**config.mk**
```make
export PLATFORM = sky130hd
export DESIGN_NAME = replace_event_queue
export DESIGN_NICKNAME = d
export VERILOG_FILES = /design/src/rtl/itch_replace_pkg.sv /design/src/rtl/itch_sync_fifo.sv /design/src/rtl/replace_event_queue.sv
export SDC_FILE = /design/constraint.sdc
export NUM_CORES = 1
export LEC_CHECK = 0
export BUFFER_PORTS_ARGS = -buffer_cell sky130_fd_sc_hd__buf_2
export CAP_MARGIN = 20
export CORE_MARGIN = 2
export CORE_UTILIZATION = 25
export DETAILED_ROUTE_END_ITERATION = 10
export SYNTH_ARGS = -nofsm -noshare
export SYNTH_HDL_FRONTEND = slang
export SYNTH_SLANG_ARGS = --single-unit
```
**constraint.sdc**
```tcl
create_clock -name clk -period 47.4 [get_ports clk]
set_input_delay 9.48 -clock clk [delete_from_list [all_inputs] [get_ports clk]]
set_output_delay 9.48 -clock clk [all_outputs]
set_load 0.02 [all_outputs]
```
**src/rtl/itch_replace_pkg.sv**
```systemverilog
// itch_replace_pkg: field widths and the queued Replace event record.
// Adds a sequence number field when REPLACE_EVENT_QUEUE_SEQNUM_EN is defined.
package itch_replace_pkg;
    localparam int ORDER_REF_W = 64;
    localparam int SHARES_W    = 32;
    localparam int PRICE_W     = 32;
`ifdef REPLACE_EVENT_QUEUE_SEQNUM_EN
    localparam int SEQ_W       = 32;
    typedef struct packed {
        logic [ORDER_REF_W-1:0] old_ref;
        logic [ORDER_REF_W-1:0] new_ref;
        logic [SHARES_W-1:0]    shares;
        logic [PRICE_W-1:0]     price;
        logic [SEQ_W-1:0]       seq;
    } replace_event_t;
`else
    typedef struct packed {
        logic [ORDER_REF_W-1:0] old_ref;
        logic [ORDER_REF_W-1:0] new_ref;
        logic [SHARES_W-1:0]    shares;
        logic [PRICE_W-1:0]     price;
    } replace_event_t;
`endif
endpackage

```
**src/rtl/itch_sync_fifo.sv**
```systemverilog
// itch_sync_fifo: first-word-fall-through synchronous FIFO with wrap-bit pointers.
// Push while full is accepted only alongside a pop; head reads 0 when empty.
module itch_sync_fifo #(
    parameter int WIDTH = 8,
    parameter int DEPTH = 8,
    localparam int AW = $clog2(DEPTH)
) (
    input  logic             clk,
    input  logic             rst,
    input  logic             i_push,
    input  logic             i_pop,
    input  logic [WIDTH-1:0] i_data,
    output logic [WIDTH-1:0] o_data,
    output logic             o_full,
    output logic             o_empty,
    output logic [AW:0]      o_count
);
    logic [WIDTH-1:0] r_mem [DEPTH];
    logic [AW:0]      r_wr;
    logic [AW:0]      r_rd;
    logic             w_pop;
    logic             w_push;
    assign o_count = r_wr - r_rd;
    assign o_full  = o_count[AW];
    assign o_empty = r_wr == r_rd;
    assign w_pop   = i_pop & ~o_empty;
    assign w_push  = i_push & (~o_full | w_pop);
    assign o_data  = o_empty ? '0 : r_mem[r_rd[AW-1:0]];
    always_ff @(posedge clk) begin
        if (w_push) r_mem[r_wr[AW-1:0]] <= i_data;
    end
    always_ff @(posedge clk) begin
        if (rst) begin
            r_wr <= '0;
            r_rd <= '0;
        end else begin
            if (w_push) r_wr <= r_wr + 1'b1;
            if (w_pop)  r_rd <= r_rd + 1'b1;
        end
    end
endmodule

```
**src/rtl/replace_event_queue.sv**
```systemverilog
// replace_event_queue: buffers decoded Replace messages for the book stage, counting drops and invalids.
// Define REPLACE_EVENT_QUEUE_SEQNUM_EN to tag entries with a message sequence number (out_seq).
module replace_event_queue
    import itch_replace_pkg::*;
#(
    parameter int DEPTH      = 8,
    parameter int DROP_CNT_W = 16
) (
    input  logic                     clk,
    input  logic                     rst,
    input  logic                     replace_internal_valid,
    input  logic                     replace_packet_invalid,
    input  logic [ORDER_REF_W-1:0]   replace_old_order_ref,
    input  logic [ORDER_REF_W-1:0]   replace_new_order_ref,
    input  logic [SHARES_W-1:0]      replace_shares,
    input  logic [PRICE_W-1:0]       replace_price,
    output logic                     out_valid,
    input  logic                     out_ready,
    output logic [ORDER_REF_W-1:0]   out_old_order_ref,
    output logic [ORDER_REF_W-1:0]   out_new_order_ref,
    output logic [SHARES_W-1:0]      out_shares,
    output logic [PRICE_W-1:0]       out_price,
`ifdef REPLACE_EVENT_QUEUE_SEQNUM_EN
    output logic [SEQ_W-1:0]         out_seq,
`endif
    output logic [$clog2(DEPTH):0]   queue_count,
    output logic                     queue_overflow,
    output logic [DROP_CNT_W-1:0]    drop_count,
    output logic [DROP_CNT_W-1:0]    invalid_count
);
    replace_event_t          w_in;
    replace_event_t          w_head;
    logic                    w_full;
    logic                    w_empty;
    logic                    w_pop;
    logic                    w_drop;
    logic                    r_ovf;
    logic [DROP_CNT_W-1:0]   r_drop;
    logic [DROP_CNT_W-1:0]   r_inv;
`ifdef REPLACE_EVENT_QUEUE_SEQNUM_EN
    logic [SEQ_W-1:0]        r_seq;
    assign w_in    = '{old_ref: replace_old_order_ref, new_ref: replace_new_order_ref,
                       shares: replace_shares, price: replace_price, seq: r_seq};
    assign out_seq = w_head.seq;
`else
    assign w_in    = '{old_ref: replace_old_order_ref, new_ref: replace_new_order_ref,
                       shares: replace_shares, price: replace_price};
`endif
    assign out_valid         = ~w_empty;
    assign w_pop             = out_valid & out_ready;
    // A full queue only loses the message when nothing leaves on the same edge.
    assign w_drop            = replace_internal_valid & w_full & ~w_pop;
    assign out_old_order_ref = w_head.old_ref;
    assign out_new_order_ref = w_head.new_ref;
    assign out_shares        = w_head.shares;
    assign out_price         = w_head.price;
    assign queue_overflow    = r_ovf;
    assign drop_count        = r_drop;
    assign invalid_count     = r_inv;
    itch_sync_fifo #(
        .WIDTH ($bits(replace_event_t)),
        .DEPTH (DEPTH)
    ) u_fifo (
        .clk     (clk),
        .rst     (rst),
        .i_push  (replace_internal_valid),
        .i_pop   (out_ready),
        .i_data  (w_in),
        .o_data  (w_head),
        .o_full  (w_full),
        .o_empty (w_empty),
        .o_count (queue_count)
    );
    always_ff @(posedge clk) begin
        if (rst) begin
            r_ovf  <= 1'b0;
            r_drop <= '0;
            r_inv  <= '0;
        end else begin
            if (w_drop) r_ovf <= 1'b1;
            if (w_drop && ~&r_drop) r_drop <= r_drop + 1'b1;
            if (replace_packet_invalid && ~&r_inv) r_inv <= r_inv + 1'b1;
        end
    end
`ifdef REPLACE_EVENT_QUEUE_SEQNUM_EN
    always_ff @(posedge clk) begin
        if (rst) r_seq <= '0;
        else if (replace_internal_valid) r_seq <= r_seq + 1'b1;
    end
`endif
endmodule

```
==> parameters.txt <==
Parameter                              Value

Logic synthesis
  Synthesis warning total ... 0
  Mapped Area ... 60200 µm²
  Seq cells post-synth ... ~1600
  Synth unique cells ... 43
  Most used DFF post-synth ... sky130_fd_sc_hd__edfxtp_1
  Synthesized area divided by synthesized cell count ... roughly 22 µm²
  Fraction of synthesis flops using an asynchronous set or reset pin ... 0%
  Most area-consuming cells after synthesis ... sky130_fd_sc_hd__edfxtp_1 77%, sky130_fd_sc_hd__mux4_2 14%, sky130_fd_sc_hd__mux2i_1 3.2%, sky130_fd_sc_hd__dfxtp_1 1.5%, sky130_fd_sc_hd__nor2_1 1.4%
  Synthesized netlist net count ... 2911
  Mapped Cells ... around 2700
  Fraction of the yosys area taken by sequential cells ... between 70% and 80%
  Cell type with the largest total area after synthesis ... sky130_fd_sc_hd__edfxtp_1
  EDFF count, synth ... 1536
  Post-synth top area share ... 76.6%

Power
  Worst VDD drop ... 0.0974 mV
  Switching pwr ... ~1.3 mW
  Combinational group share of total power ... 27.1%
  Sequential share of power ... 41.2%
  Internal power ... about 2.9 mW
  Switching fraction of total power ... 31.5%
  Leakage power figure ... 22.3 nW
  Power Density ... roughly 58 nW/µm²
  Post-layout power ... 4.18 mW
  Proportion of power drawn by the clock network ... 31.8%

Clock tree
  Buffer depth of the longest clock path ... 3
  Post-CTS Setup Inserts ... 0
  Clock sink count ... 1580
  Clock buffer count from CTS ... roughly 170
  Gates resized, CTS repair ... 0
  Worst-skew pair later-pin latency ... 0.80 ns
  Clock Pin Slew Worst Setup and Hold Paths ... 0.06 ns
  Root buffer cell ... sky130_fd_sc_hd__clkbuf_16
  Number of hold buffers added after CTS ... 0
  Max H-tree Level ... 4
  CTS tree ... done

Cells and area
  Share of cells above drive strength 1 ... 33.7%
  Layout Area Growth over Synthesis ... 19.5%
  Leading cell type in the layout, fill and taps excluded ... sky130_fd_sc_hd__edfxtp_1
  Total Nets Final ... 3418
  Commonest cells after routing, fill and taps aside ... 1536 x sky130_fd_sc_hd__edfxtp_1, 426 x sky130_fd_sc_hd__buf_2, 384 x sky130_fd_sc_hd__mux4_2, 217 x sky130_fd_sc_hd__nor2_1, 194 x sky130_fd_sc_hd__mux2i_1
  Fill cell count ... 23380

Global routing
  Largest net degree at the start of global routing ... around 140
  Total routing usage reported by global routing ... 11.0%
  First-pass GRT wire length ... 200 mm
  Number of global-route vias before repair ... around 30000
  Remaining global-route overflow ... 0
  Antenna violations before repair ... 42

Min path
  Hold/Removal Path Class ... flip-flop to flip-flop
  Hold-critical path depth ... 2
  Launch point of the worst hold path ... queue_overflow

Critical path
  Setup crit end ... out_old_order_ref[34]
  Levels on crit path ... 8
  Reg-to-reg critical path startpoint ... u_fifo.r_wr[0]
  Arrival time worst endpoint ... 5.40 ns
  Sort of element at the end of the critical path ... output port
  Critical register-to-register path endpoint ... u_fifo.r_mem[3][65]
  Setup crit start kind ... flip-flop
  Req. time, crit path ... roughly 38 ns
  Crit-path cells ... buf_4, buf_4, buf_4, buf_4, mux4_2, mux2i_1, nor2_1, buf_2
  Worst Setup Path Type ... flip-flop to output port
  Cell family with most CP delay ... buffers and inverters
  Slack of the worst reg-to-reg path ... 42.63 ns
  Cell with the biggest individual delay on the critical path ... sky130_fd_sc_hd__buf_4
  Cell type with the highest occurrence count on the critical path ... sky130_fd_sc_hd__buf_4
  Slowest Stage Delay on Critical Path ... slightly above 0.8 ns
  Buffer and inverter count on the worst path ... 5
  Reg2Reg Depth ... 10
  Worst Path Max Fanout ... 46

Route
  Vias per cell ... 4.37
  DRT Wirelength ... approximately 140 mm
  Remaining routing DRC violations ... 0
  Mean routed wirelength per cell ... 21.2 µm
  Initial DRC Count ... 2261
  Antenna-violating nets left ... 0
  Router iterations before antenna repair ... 5
  Count of vias placed by the detailed router ... 28619

STA
  Final cycle utilization of the critical path ... 31.4%
  Setup slack after layout ... 32.52 ns
  Setup repair after global routing missed its margin ... no
  Summed negative setup slack over all endpoints ... 0 ns
  Maximum achievable frequency ... 0.0672 GHz
  Final Slew Violations ... 0
  Min cycle time layout ... 14.88 ns
  Worst slew margin relative to its limit ... between 10% and 20%
  Hold Violations, Final ... 0
  Clock Skew ... between 0.04 and 0.05 ns
  Worst slew pin tran ... ~1.3 ns
  Final setup violation count ... 0

Die
  Starting Density ... 25.1%
  Die outline width ... 495 µm
  Area of the placeable core ... 240000 µm²
  Std-Cell Rows ... 180
  Die area ... 245000 µm²
  Top Ports ... 427
  Floorplan die height ... around 500 µm

Status
  Status ... completed

Place
  Setup slack at placement ... 33.05 ns
  Number of I/O port buffers ... 426
  Placer's final routability congestion estimate ... roughly 0.75
  Detailed-placement wirelength estimate ... between 70 and 80 mm

Run
  Number of max-capacitance violations reported ... 0
==> worst reg2reg max path: stages (launching register included) <==
cell and delay, ns:
sky130_fd_sc_hd__dfxtp_1 0.53, sky130_fd_sc_hd__inv_1 0.19, sky130_fd_sc_hd__ha_1 0.34, sky130_fd_sc_hd__nand3_1 0.15
sky130_fd_sc_hd__o21a_1 0.28, sky130_fd_sc_hd__o31ai_1 0.10, sky130_fd_sc_hd__buf_4 0.18, sky130_fd_sc_hd__nor4_2 0.60
sky130_fd_sc_hd__buf_4 0.58, sky130_fd_sc_hd__buf_4 0.61, sky130_fd_sc_hd__buf_4 0.70
==> metal layers <==
metal	GRT usage, %	vias to the layer above	part of all wire [%]
met2	17.8	769	48
li1	-	12302	-
met3	3.03	252	6.3
met1	14.5	15258	43
met4	3.43	38	2.6
met5	0	-	0.18
==> registers in the layout (all words and copies together), names as in the netlist, named ones only <==
register and flops:
drop_count 16, queue_overflow 1, u_fifo.r_mem 1536, u_fifo.r_rd 4, u_fifo.r_wr 4, invalid_count 16
==> kinds of logic (layout without fill, tap and decap cells) <==
logic type,after synthesis,count (layout),synth area share [%]
flip-flops,1580,1580,78.1
multiplexers,580,580,17.6
AND/OR/NAND/NOR,314,314,2.30
buffers and inverters,155,800,1.05
AO/OA/AOI/OAI,54,54,0.524
XOR/XNOR,15,15,0.218
adder cells (fa/ha/maj),8,8,0.179
other,0,11,0
==> through the flow <==
stage / cell area (µm²) / hold WS (ns) / std cells / util (%)
6_report: 71900 / 0.451 / 6547 / 30.0
5_1_grt: 71900 / 0.484 / 6538 / 30.0
4_1_cts: 71900 / 0.450 / 6535 / 29.9
3_5_place_dp: 66300 / 0.441 / 6227 / 27.6
3_3_place_gp: 66300 / 0.430 / 6227 / 27.6
2_1_floorplan: 60200 / 0.470 / 2706 / -
==> layout make-up <==
| class | instances | area [µm²] | share of cell area [%] |
|---|---|---|---|
| clock inverter | 106 | 1260 | 1.76 |
| sequential | 1580 | 47000 | 65.4 |
| clock buffer | 202 | 4330 | 6.02 |
| antenna | 11 | 27.5 | 0.0383 |
| inverter | 12 | 45.0 | 0.0626 |
| tap | 3185 | 3990 | 5.54 |
| multi-input combinational | 971 | 12600 | 17.5 |
| timing repair buffer | 480 | 2650 | 3.68 |
==> how the worst min path moves through the flow <==
| stage | end | slack [ns] |
|---|---|---|
| floorplan | u_fifo.r_rd[3] | 0.47 |
| global placement | queue_overflow | 0.43 |
| detailed placement | queue_overflow | 0.44 |
| CTS | queue_overflow | 0.45 |
| global route | queue_overflow | 0.48 |
| finish | queue_overflow | 0.45 |
==> synth_stat cells, types with 2 or more instances <==
master and count:
sky130_fd_sc_hd__a21oi_1 22, sky130_fd_sc_hd__and3_1 8, sky130_fd_sc_hd__and4_1 7, sky130_fd_sc_hd__buf_1 32
sky130_fd_sc_hd__buf_2 30, sky130_fd_sc_hd__clkbuf_1 79, sky130_fd_sc_hd__dfxtp_1 44, sky130_fd_sc_hd__edfxtp_1 1536
sky130_fd_sc_hd__ha_1 7, sky130_fd_sc_hd__inv_1 12, sky130_fd_sc_hd__mux2_2 2, sky130_fd_sc_hd__mux2i_1 194
sky130_fd_sc_hd__mux4_2 384, sky130_fd_sc_hd__nand2_1 16, sky130_fd_sc_hd__nand3_1 16, sky130_fd_sc_hd__nand4_1 11
sky130_fd_sc_hd__nor2_1 219, sky130_fd_sc_hd__nor2b_1 2, sky130_fd_sc_hd__nor3_1 6, sky130_fd_sc_hd__nor4_1 8
sky130_fd_sc_hd__o21ai_0 17, sky130_fd_sc_hd__o21bai_1 2, sky130_fd_sc_hd__o31ai_1 5, sky130_fd_sc_hd__or3_1 11
sky130_fd_sc_hd__or4_1 5, sky130_fd_sc_hd__xnor2_1 8, sky130_fd_sc_hd__xor2_1 7
==> power by group through the flow <==
stage | Clock, mW | Combinational [mW] | Sequential [mW]
floorplan | 0 | 0.739 | 1.82
global placement | 0 | 1.16 | 1.74
detailed placement | 0 | 1.16 | 1.75
CTS | 1.37 | 1.17 | 1.72
global route | 1.42 | 1.22 | 1.73
finish | 1.33 | 1.13 | 1.72
Note: power is estimated with default switching activity, not from simulation.
